### src/rtl/mem_arbiter.sv
// mem_arbiter: round-robin two-port arbiter owning a 2**ADDR_W x DATA_W memory array
module mem_arbiter #(
  parameter int ADDR_W = 5,
  parameter int DATA_W = 8
) (
  input  logic              clock,
  input  logic              reset,
  input  logic              req0,
  input  logic              we0,
  input  logic [ADDR_W-1:0] addr0,
  input  logic [DATA_W-1:0] wdata0,
  output logic              ack0,
  output logic [DATA_W-1:0] rdata0,
  input  logic              req1,
  input  logic              we1,
  input  logic [ADDR_W-1:0] addr1,
  input  logic [DATA_W-1:0] wdata1,
  output logic              ack1,
  output logic [DATA_W-1:0] rdata1,
  output logic [1:0]        gnt,
  output logic              busy
);
  typedef enum logic [1:0] {IDLE, ACCESS, RESP} state_t;
  state_t state;
  logic [DATA_W-1:0] mem [2**ADDR_W];
  logic own, last_gnt, we_q, pick;
  logic [ADDR_W-1:0] addr_q;
  logic [DATA_W-1:0] wdata_q;
  assign pick = (req0 & req1) ? ~last_gnt : req1;
  // array is never cleared; a reset on the access edge suppresses the write
  always_ff @(posedge clock)
    if (!reset && state == ACCESS && we_q) mem[addr_q] <= wdata_q;
  always_ff @(posedge clock) begin
    if (reset) begin
      state    <= IDLE;
      gnt      <= 2'b00;
      busy     <= 1'b0;
      ack0     <= 1'b0;
      ack1     <= 1'b0;
      rdata0   <= '0;
      rdata1   <= '0;
      last_gnt <= 1'b1;
      own      <= 1'b0;
      we_q     <= 1'b0;
      addr_q   <= '0;
      wdata_q  <= '0;
    end else begin
      case (state)
        IDLE: if (req0 | req1) begin
          own      <= pick;
          last_gnt <= pick;
          we_q     <= pick ? we1 : we0;
          addr_q   <= pick ? addr1 : addr0;
          wdata_q  <= pick ? wdata1 : wdata0;
          gnt      <= pick ? 2'b10 : 2'b01;
          busy     <= 1'b1;
          state    <= ACCESS;
        end
        ACCESS: begin
          if (!we_q && own) rdata1 <= mem[addr_q];
          if (!we_q && !own) rdata0 <= mem[addr_q];
          ack0  <= ~own;
          ack1  <= own;
          state <= RESP;
        end
        default: begin
          ack0  <= 1'b0;
          ack1  <= 1'b0;
          gnt   <= 2'b00;
          busy  <= 1'b0;
          state <= IDLE;
        end
      endcase
    end
  end
endmodule

### config.mk
export PLATFORM = sky130hd
export DESIGN_NAME = mem_arbiter
export DESIGN_NICKNAME = d
export VERILOG_FILES = /design/src/rtl/mem_arbiter.sv
export SDC_FILE = /design/constraint.sdc
export NUM_CORES = 1
export LEC_CHECK = 0
export ABC_AREA = 0
export CAP_MARGIN = 40
export CELL_PAD_IN_SITES_DETAIL_PLACEMENT = 1
export CELL_PAD_IN_SITES_GLOBAL_PLACEMENT = 2
export CORE_ASPECT_RATIO = 0.9
export CORE_MARGIN = 2
export CORE_UTILIZATION = 45
export CTS_CLUSTER_DIAMETER = 100
export DETAILED_ROUTE_END_ITERATION = 8
export PLACE_DENSITY_LB_ADDON = 0.1
export SYNTH_ARGS = -nofsm -noshare
export SYNTH_HDL_FRONTEND = slang
export SYNTH_SLANG_ARGS = --single-unit
### constraint.sdc
create_clock -name clock -period 3.1 [get_ports clock]
set_clock_uncertainty 0.2 [all_clocks]
set_input_delay 0.93 -clock clock [delete_from_list [all_inputs] [get_ports clock]]
set_output_delay 0.93 -clock clock [all_outputs]
set_load 0.02 [all_outputs]
# After elaboration in Yosys (flattened, before gate mapping)
# Memory sizes are Yosys's and may differ from the RTL's. A register that Yosys moved wholly into a read port is not among the register bits.
# Index checks and enable logic that the tools add are counted.
# word_totals
regBits,39
mem_count,1
word_cells,49
inputBits,32
mem_bits_rw,256
output_inout_bits,21
# op_classes
n_mux,17
reduce_logical,12
eq_ne,2
bitwise_logic,5
# memory_table
name,depth,width,read_ports,rd_clocked_by_memory_dff,write_ports,line,text
mem,32,8,1,1,1,25,logic [DATA_W-1:0] mem [2**ADDR_W];
# op_table
operator,n
5-bit two-way mux,3
8-bit two-way mux,1
2-bit one-hot mux with 2 select lines,2
2-bit AND reduction,4
2-bit two-way mux,3
1-bit one-hot mux with 2 select lines,3
1-bit two-way mux,5
1-bit logical AND,4
1-bit zero test,3
1-bit NOT,3
2-bit by 1-bit equality test with 1-bit output (second input constant),1
2-bit zero test,1
2-bit inequality test (second input constant),1
1-bit bitwise AND,1
1-bit bitwise OR,1

# Longest topological paths before layout
# Gate-level depths: netlist of run 1.
# depth
depth_word,5
depth_mapped,7

# Least setup slack after synthesis of run 1
# No wires, ideal clock.
# synth_timing
kind,input-to-reg
startpoint,input port reset
endpoint,memory mem[0][0] (enable)
cell_stages,5
arrival_time_ns,2.199
path_slack_ns,0.331
setup_time_ns,0.370
required_time_ns,2.530
path_buffers,1
path_cell_list,nor3b_1 -> nand2_1 -> or3_1 -> clkbuf_1 -> nor2_1
# synth_via
elab_chain_len,5
# synth_lines
element,line,text
start: declaration,7,"input logic reset,"
1-bit zero test,32,if (!reset && state == ACCESS && we_q) mem[addr_q] <= wdata_q;
1-bit logical AND (2 in a row),32,
1-bit two-way mux,32,
1-bit two-way mux (not written as such),32,
end: declaration,25,
# Every way passes these cells.

# Worst setup path in the final report of run 1
# layout_timing
startpoint,register ack1
endpoint,output port ack1
# layout_rtl
element,line,text
start: declaration,18,"output logic ack1,"
start signal: assignment,63,ack1 <= own;
# No word-level cell between the ends.

==> impl_metrics.yaml, run 1 <==
grt:
  grt.overflow.total: 0
  grt_usage_pct: 21.8
  antenna_found_initial: 0
  first_global_vias: 7105
  grt_max_degree: 39
  grt_pass1_wl_mm: 44.3
yosys:
  synth_top_area_share_pct: 65.8
  postSynthCellCount: 722
  yosys-top-cells-area: "edfxtp_1 66%, mux2i_1 11%, dfxtp_1 7.5%"
  syn-cell-area_um2: 11700
  yosysUniqueCellTypes: 31
  syn_nets: 754
  synth_edf_count: 256
  synthTopCellsByCount: "256 x edfxtp_1, 129 x mux2i_1, 73 x nor2_1"
  ys_ff_latch: 300
  synth_area_per_cell_um2: 16.2
  yosysMostFrequentCell: "edfxtp_1"
  ys.flop_type: "edfxtp_1"
  yosysTopAreaCell: "edfxtp_1"
  synth-async-reset-ratio_pct: 0
  synth_seq_area_share_pct: 73.3
  synth_warnings: 0
clock_network:
  postCtsSetupRepairBufs: 0
  insertion_delay_ns: 0.55
  clk_pin_slew_ns: 0.06
  clockBufferDepth: 3
  cts_tree: "yes"
  cts.sinks: 300
  holdBufCountCts: 0
  clock-root-buffer: "clkbuf_16"
  post_cts_resized: 0
  cts_buffers: 31
  cts.htree.levels: 1
worst_hold_path:
  min_path_type: "reg -> reg"
  whs_endpoint: "busy"
  worstHoldPathCells: 2
  min-delay-start: "busy"
setup_path:
  cp_max_fo: 2
  crit_arrival_ns: 1.52
  cp_num_buf_inv: 1
  cp_slowest_cell: "clkdlybuf4s50_1"
  ff2ff_path_depth: 6
  crit_family: "buffers and inverters"
  cp.required_ns: 1.97
  worstSetupPathType: "reg -> out"
  critPathMaxStageDelay_ns: 0.63
  worst_setup_path_start_kind: "flip-flop"
  end_kind: "output port"
  r2r_end: "rdata1[6]"
  crit_chain: "clkdlybuf4s50_1"
  reg2reg_setup_slack_ns: 0.51
drt:
  routed_wl_mm: 29.1
  drc: 0
  num_vias: 6635
  drt_iter0_drc: 501
  ant_nets: 0
  vias_per_cell: 5.58
  wire_per_inst_um: 24.5
  drt_pass1_iterations: 5
die:
  initial_core_util_pct: 46.2
  die_area_um2: 27300
  ioPinCount: 53
  fp.dieW_um: 174
  die_h_um: 157
  core-area_um2: 25300
  rows: 55
placement:
  io_buffers: 52
  pre_cts_slack_ns: 0.130
  dp_hpwl_mm: 19.2
  gp_congestion: 0.777
pwr:
  p_leak_nw: 4.65
  power.share.clock_pct: 41.0
  irDropWorstVdd_mv: 0.451
  seqPwrFrac_pct: 49.0
  power.internal_mw: 7.16
  p_total_mw: 9.28
  sw_frac_of_total_pct: 22.9
  powerDensity_nw_per_um2: 661
  comb_power_share_pct: 9.9
  power_switching_mw: 2.12
sta:
  whs_ns: 0.285
  fin_crit_ns: 2.65
  relSlewSlack_pct: 51.6
  drv_slew: 0
  fin_setup_tns_ns: 0
  finalHoldViolCount: 0
  finalSetupViolCount: 0
  fin_ws_ns: 0.448
  max_freq_mhz: 377
  final.period_utilization_pct: 85.5
  grt_setup_unrepaired: "false"
  tightest_slew_ns: 0.725
layout:
  drive_gt1_share_pct: 17.6
  seq_area_um2: 8570
  multi_input_area_um2: 2890
  diodes: 0
  final_nets: 856
  syn_to_final_growth_pct: 20.1
  fillers: 2403
flow_run:
  maxCapViolCount: 0
status:
  status: "finished clean"
metrics by stage:
step	std cells	instance area, µm²	util, %
6_report	1190	14000	55.4
5_1_grt	1190	14000	55.4
4_1_cts	1188	14000	55.3
3_5_place_dp	1131	13000	51.2
3_3_place_gp	1128	12900	51.0
2_1_floorplan	722	11700	-
tightest hold or removal path, delay by kind of cell (launching register included):
family / cells / cell delay [ns]
AOI/OAI and AO/OA: 1 / 0.06
DFF: 1 / 0.31
and+or+nand+nor: 1 / 0.07
how the worst max path moves through the flow:
stage / from / to / slack [ns] / cells past startpoint
after floorplan: reset / mem[0][0] / 0.33 / 5
final: ack1 / ack1 / 0.45 / 1
after global placement: reset / mem[12][3] / 0.14 / 6
after CTS: flip-flop / rdata0[5] / 0.38 / 6
after detailed placement: reset / mem[12][7] / 0.13 / 6
after global routing: state[0] / mem[4][7] / 0.40 / 5
power groups by stage:
stage	Combinational, mW	Sequential [mW]	Clock, mW
after global placement	0.873	4.66	0
final	0.920	4.55	3.81
after CTS	0.922	4.56	3.87
after detailed placement	0.916	4.64	0
after floorplan	0.507	4.66	0
after global routing	0.983	4.56	4.01
final cells by class:
type / count / share of cell area, %
clock inverters: 13 / 1.19
clock buffers: 44 / 6.32
well taps: 342 / 3.05
multi-input cells: 373 / 20.6
repair buffers: 118 / 7.77
flip-flops and latches: 300 / 61.1
routing by layer:
metal	vias to the layer above	track usage, %	part of all wire, %
met3	41	2.20	3.3
li1	3048	-	-
met2	129	37.9	50
met4	0	5.12	2.2
met5	-	0	0
met1	3417	29.8	44
layout by cell type, fill, tap and decap left out, drive strengths merged:
cell and instances:
nor3b 1, mux2i 129, nor3 3, inv 1, buf 67, nand3b 3
a211o 1, and2 1, dfxtp 44, or2 1, nand2b 3, nor2b 3
nor4bb 1, clkbuf 44, nor2 73, nand4b 1, a211oi 16, a21oi 36
nand2 7, nand3 1, a2111oi 1, or3b 1, clkinv 8, edfxtp 256
a222oi 14, nand4 1, a22oi 64, clkdlybuf4s50 51, or4 8, nor4b 1
or3 3, bufinv 4
kinds of logic after synthesis:
kind of cell           after synthesis  synth area share (%)
flip-flops                         300                  73.3
AO/OA/AOI/OAI                      132                  8.71
multiplexers                       129                  11.0
AND/OR/NAND/NOR                    112                  4.72
buffers and inverters               49                  2.23
flip-flops by register name (all words and copies together) (netlist names), named ones only:
name	count
ack0	1
mem	256
rdata0	8
wdata_q	8
addr_q	5
busy	1
last_gnt	1
rdata1	8
own	1
ack1	1
state	2
we_q	1
gnt	2
(Power assumes the default switching activity.)
==> run 2: changes to the inputs <==
--- a/config.mk
+++ b/config.mk
@@ -14,7 +14,7 @@
 export CORE_UTILIZATION = 45
 export CTS_CLUSTER_DIAMETER = 100
 export DETAILED_ROUTE_END_ITERATION = 8
-export PLACE_DENSITY_LB_ADDON = 0.1
+export PLACE_DENSITY = 0.8
 export SYNTH_ARGS = -nofsm -noshare
 export SYNTH_HDL_FRONTEND = slang
 export SYNTH_SLANG_ARGS = --single-unit
==> run 2 against run 1 <==
Net effect:
- first-iteration DRC count is 30% higher
- hold slack worse by 0.0036 ns
- total power is 0.31% higher
- sequential share of layout area is 0.19 points higher
- final cell count hardly changed
- non-clock buffer count is 2 lower
- sequential cell count stayed put
- clock power hardly changed
- routed wire length is 2.2% higher
- count of clock-buffer cells in the layout is 5 lower
- final area is 0.31% lower
==> impl_metrics.yaml, run 2 (synthesis gave the netlist of run 1 again) <==
layout:
  seq_area_um2: 8570
  largest_register: "mem"
  largest_reg_flops: 256
  multi_input_area_um2: 2890
  fillers: 2402
  layout_commonest_cell: "edfxtp_1"
  diodes: 0
  syn_to_final_growth_pct: 19.7
  final_nets: 854
  mostFrequentLayoutCells: "256 x edfxtp_1, 129 x mux2i_1, 72 x nor2_1, 64 x a22oi_1, 60 x buf_4"
  design_area_um2: 14000
  drive_gt1_share_pct: 17.0
pwr:
  seqPwrFrac_pct: 48.7
  powerDensity_nw_per_um2: 665
  comb_power_share_pct: 10.0
  power.share.clock_pct: 41.3
  p_leak_nw: 4.61
  irDropWorstVdd_mv: 0.539
  power.internal_mw: 7.13
  sw_frac_of_total_pct: 23.4
  power_switching_mw: 2.18
sta:
  fin_crit_ns: 2.68
  fin_setup_tns_ns: 0
  relSlewSlack_pct: 48.6
  fin_ws_ns: 0.420
  finalHoldViolCount: 0
  tightest_slew_ns: 0.768
  grt_setup_unrepaired: "false"
  drv_slew: 0
  max_freq_mhz: 373
  final.period_utilization_pct: 86.5
  finalSetupViolCount: 0
flow_run:
  maxCapViolCount: 0
clock_network:
  cts.htree.levels: 1
  clk_pin_slew_ns: 0.06
  cts_tree: "yes"
  insertion_delay_ns: 0.56
  holdBufCountCts: 0
  clockBufferDepth: 3
  post_cts_resized: 0
  cts_buffers: 31
  postCtsSetupRepairBufs: 0
  clock-root-buffer: "clkbuf_16"
  cts.sinks: 300
die:
  rows: 55
  die_h_um: 157
  core-area_um2: 25300
  fp.dieW_um: 174
  die_area_um2: 27300
  ioPinCount: 53
  initial_core_util_pct: 46.2
grt:
  first_global_vias: 7295
  grt_pass1_wl_mm: 45.1
  grt_usage_pct: 22.2
  antenna_found_initial: 0
  grt_max_degree: 61
  grt.overflow.total: 0
setup_path:
  worst_setup_path_start_kind: "flip-flop"
  ff2ff_path_depth: 6
  end_kind: "output port"
  reg2reg_setup_slack_ns: 0.52
  cp.required_ns: 1.97
  worstSetupPathType: "reg -> out"
  r2r_end: "rdata0[3]"
  cp_num_buf_inv: 1
  crit_family: "buffers and inverters"
  crit_arrival_ns: 1.55
  critPathMaxStageDelay_ns: 0.63
  crit_chain: "clkdlybuf4s50_1"
  cp_slowest_cell: "clkdlybuf4s50_1"
  cp_max_fo: 2
worst_hold_path:
  worstHoldPathCells: 1
  min-delay-start: "last_gnt"
  whs_endpoint: "last_gnt"
  min_path_type: "reg -> reg"
drt:
  top_layer: "met4"
  num_vias: 6766
  wire_per_inst_um: 25.0
  drt_iter0_drc: 652
  wl_met3_mm: 1.62
  vias_per_cell: 5.69
  drc: 0
  ant_nets: 0
  drt_pass1_iterations: 5
  wl_met2_mm: 14.0
  wl_met1_mm: 13.3
  routed_wl_mm: 29.8
placement:
  pre_cts_slack_ns: 0.000215
  gp_congestion: 0.808
  dp_hpwl_mm: 18.8
  io_buffers: 52
  placed_cell_area_um2: 12900
status:
  status: "finished clean"
==> run 2: cell count changes in the layout (fill, tap and decap cells not counted), sizes merged <==
| cell | previous run | this run |
|---|---|---|
| buf | 67 | 64 |
| bufinv | 4 | 5 |
| clkbuf | 44 | 39 |
| clkdlybuf4s50 | 51 | 52 |
| clkinv | 8 | 9 |
| clkinvlp | 0 | 3 |
| inv | 1 | 2 |
==> run 2: worst max-delay path by stage <==
stage / from / to / slack [ns] / depth (start not counted)
2_1_floorplan: reset / mem[0][0] / 0.33 / 5
3_3_place_gp: reset / mem[12][5] / 0.03 / 7
3_5_place_dp: reset / mem[28][5] / 0.0002 / 7
4_1_cts: rdata0[1] / rdata0[1] / 0.40 / 1
5_1_grt: rdata0[1] / rdata0[1] / 0.36 / 1
6_report: rdata0[1] / rdata0[1] / 0.42 / 1
==> run 2: layer usage <==
metal / up-vias / global-route usage, %
met5: - / 0
met4: 0 / 7.16
met3: 48 / 4.03
met2: 210 / 36.8
met1: 3468 / 30.0
li1: 3040 / -
==> run 2: stage by stage <==
stage / cells / power, mW / utilization [%] / hold WS, ns
floorplan: 722 / 5.16 / - / 0.237
global placement: 1130 / 5.51 / 51.0 / 0.258
detailed placement: 1131 / 5.55 / 51.1 / 0.257
CTS: 1189 / 9.36 / 55.3 / 0.282
global route: 1189 / 9.58 / 55.3 / 0.322
finish: 1189 / 9.31 / 55.3 / 0.281
==> run 2: worst register-to-register path, cell delays in order, from the launching register on <==
cell and delay [ns]:
dfxtp_4 0.41, buf_12 0.36, mux2i_1 0.26, a22oi_1 0.29, a21oi_1 0.17, or4_4 0.55
a211oi_2 0.26
==> run 2: area by class of cell <==
class | instances | share of cell area [%]
clock buffer | 39 | 5.90
timing repair buffer | 116 | 7.45
clock inverter | 19 | 1.67
multi-input combinational | 373 | 20.7
tap | 342 | 3.06
sequential | 300 | 61.3
==> run 2: power by group through the flow <==
stage               Combinational (mW)  Sequential (mW)  Clock (mW)
floorplan                        0.507             4.66           0
global placement                 0.889             4.62           0
detailed placement               0.926             4.62           0
CTS                              0.932             4.53        3.89
global route                     0.993             4.54        4.05
finish                           0.931             4.54        3.84
==> run 3: changes to the inputs <==
--- a/config.mk
+++ b/config.mk
@@ -15,6 +15,7 @@
 export CTS_CLUSTER_DIAMETER = 100
 export DETAILED_ROUTE_END_ITERATION = 8
 export PLACE_DENSITY = 0.8
+export SKIP_LAST_GASP = 1
 export SYNTH_ARGS = -nofsm -noshare
 export SYNTH_HDL_FRONTEND = slang
 export SYNTH_SLANG_ARGS = --single-unit
==> results of run 3 <==
No change in the layout: final DEF, timing and power equal those of run 2.
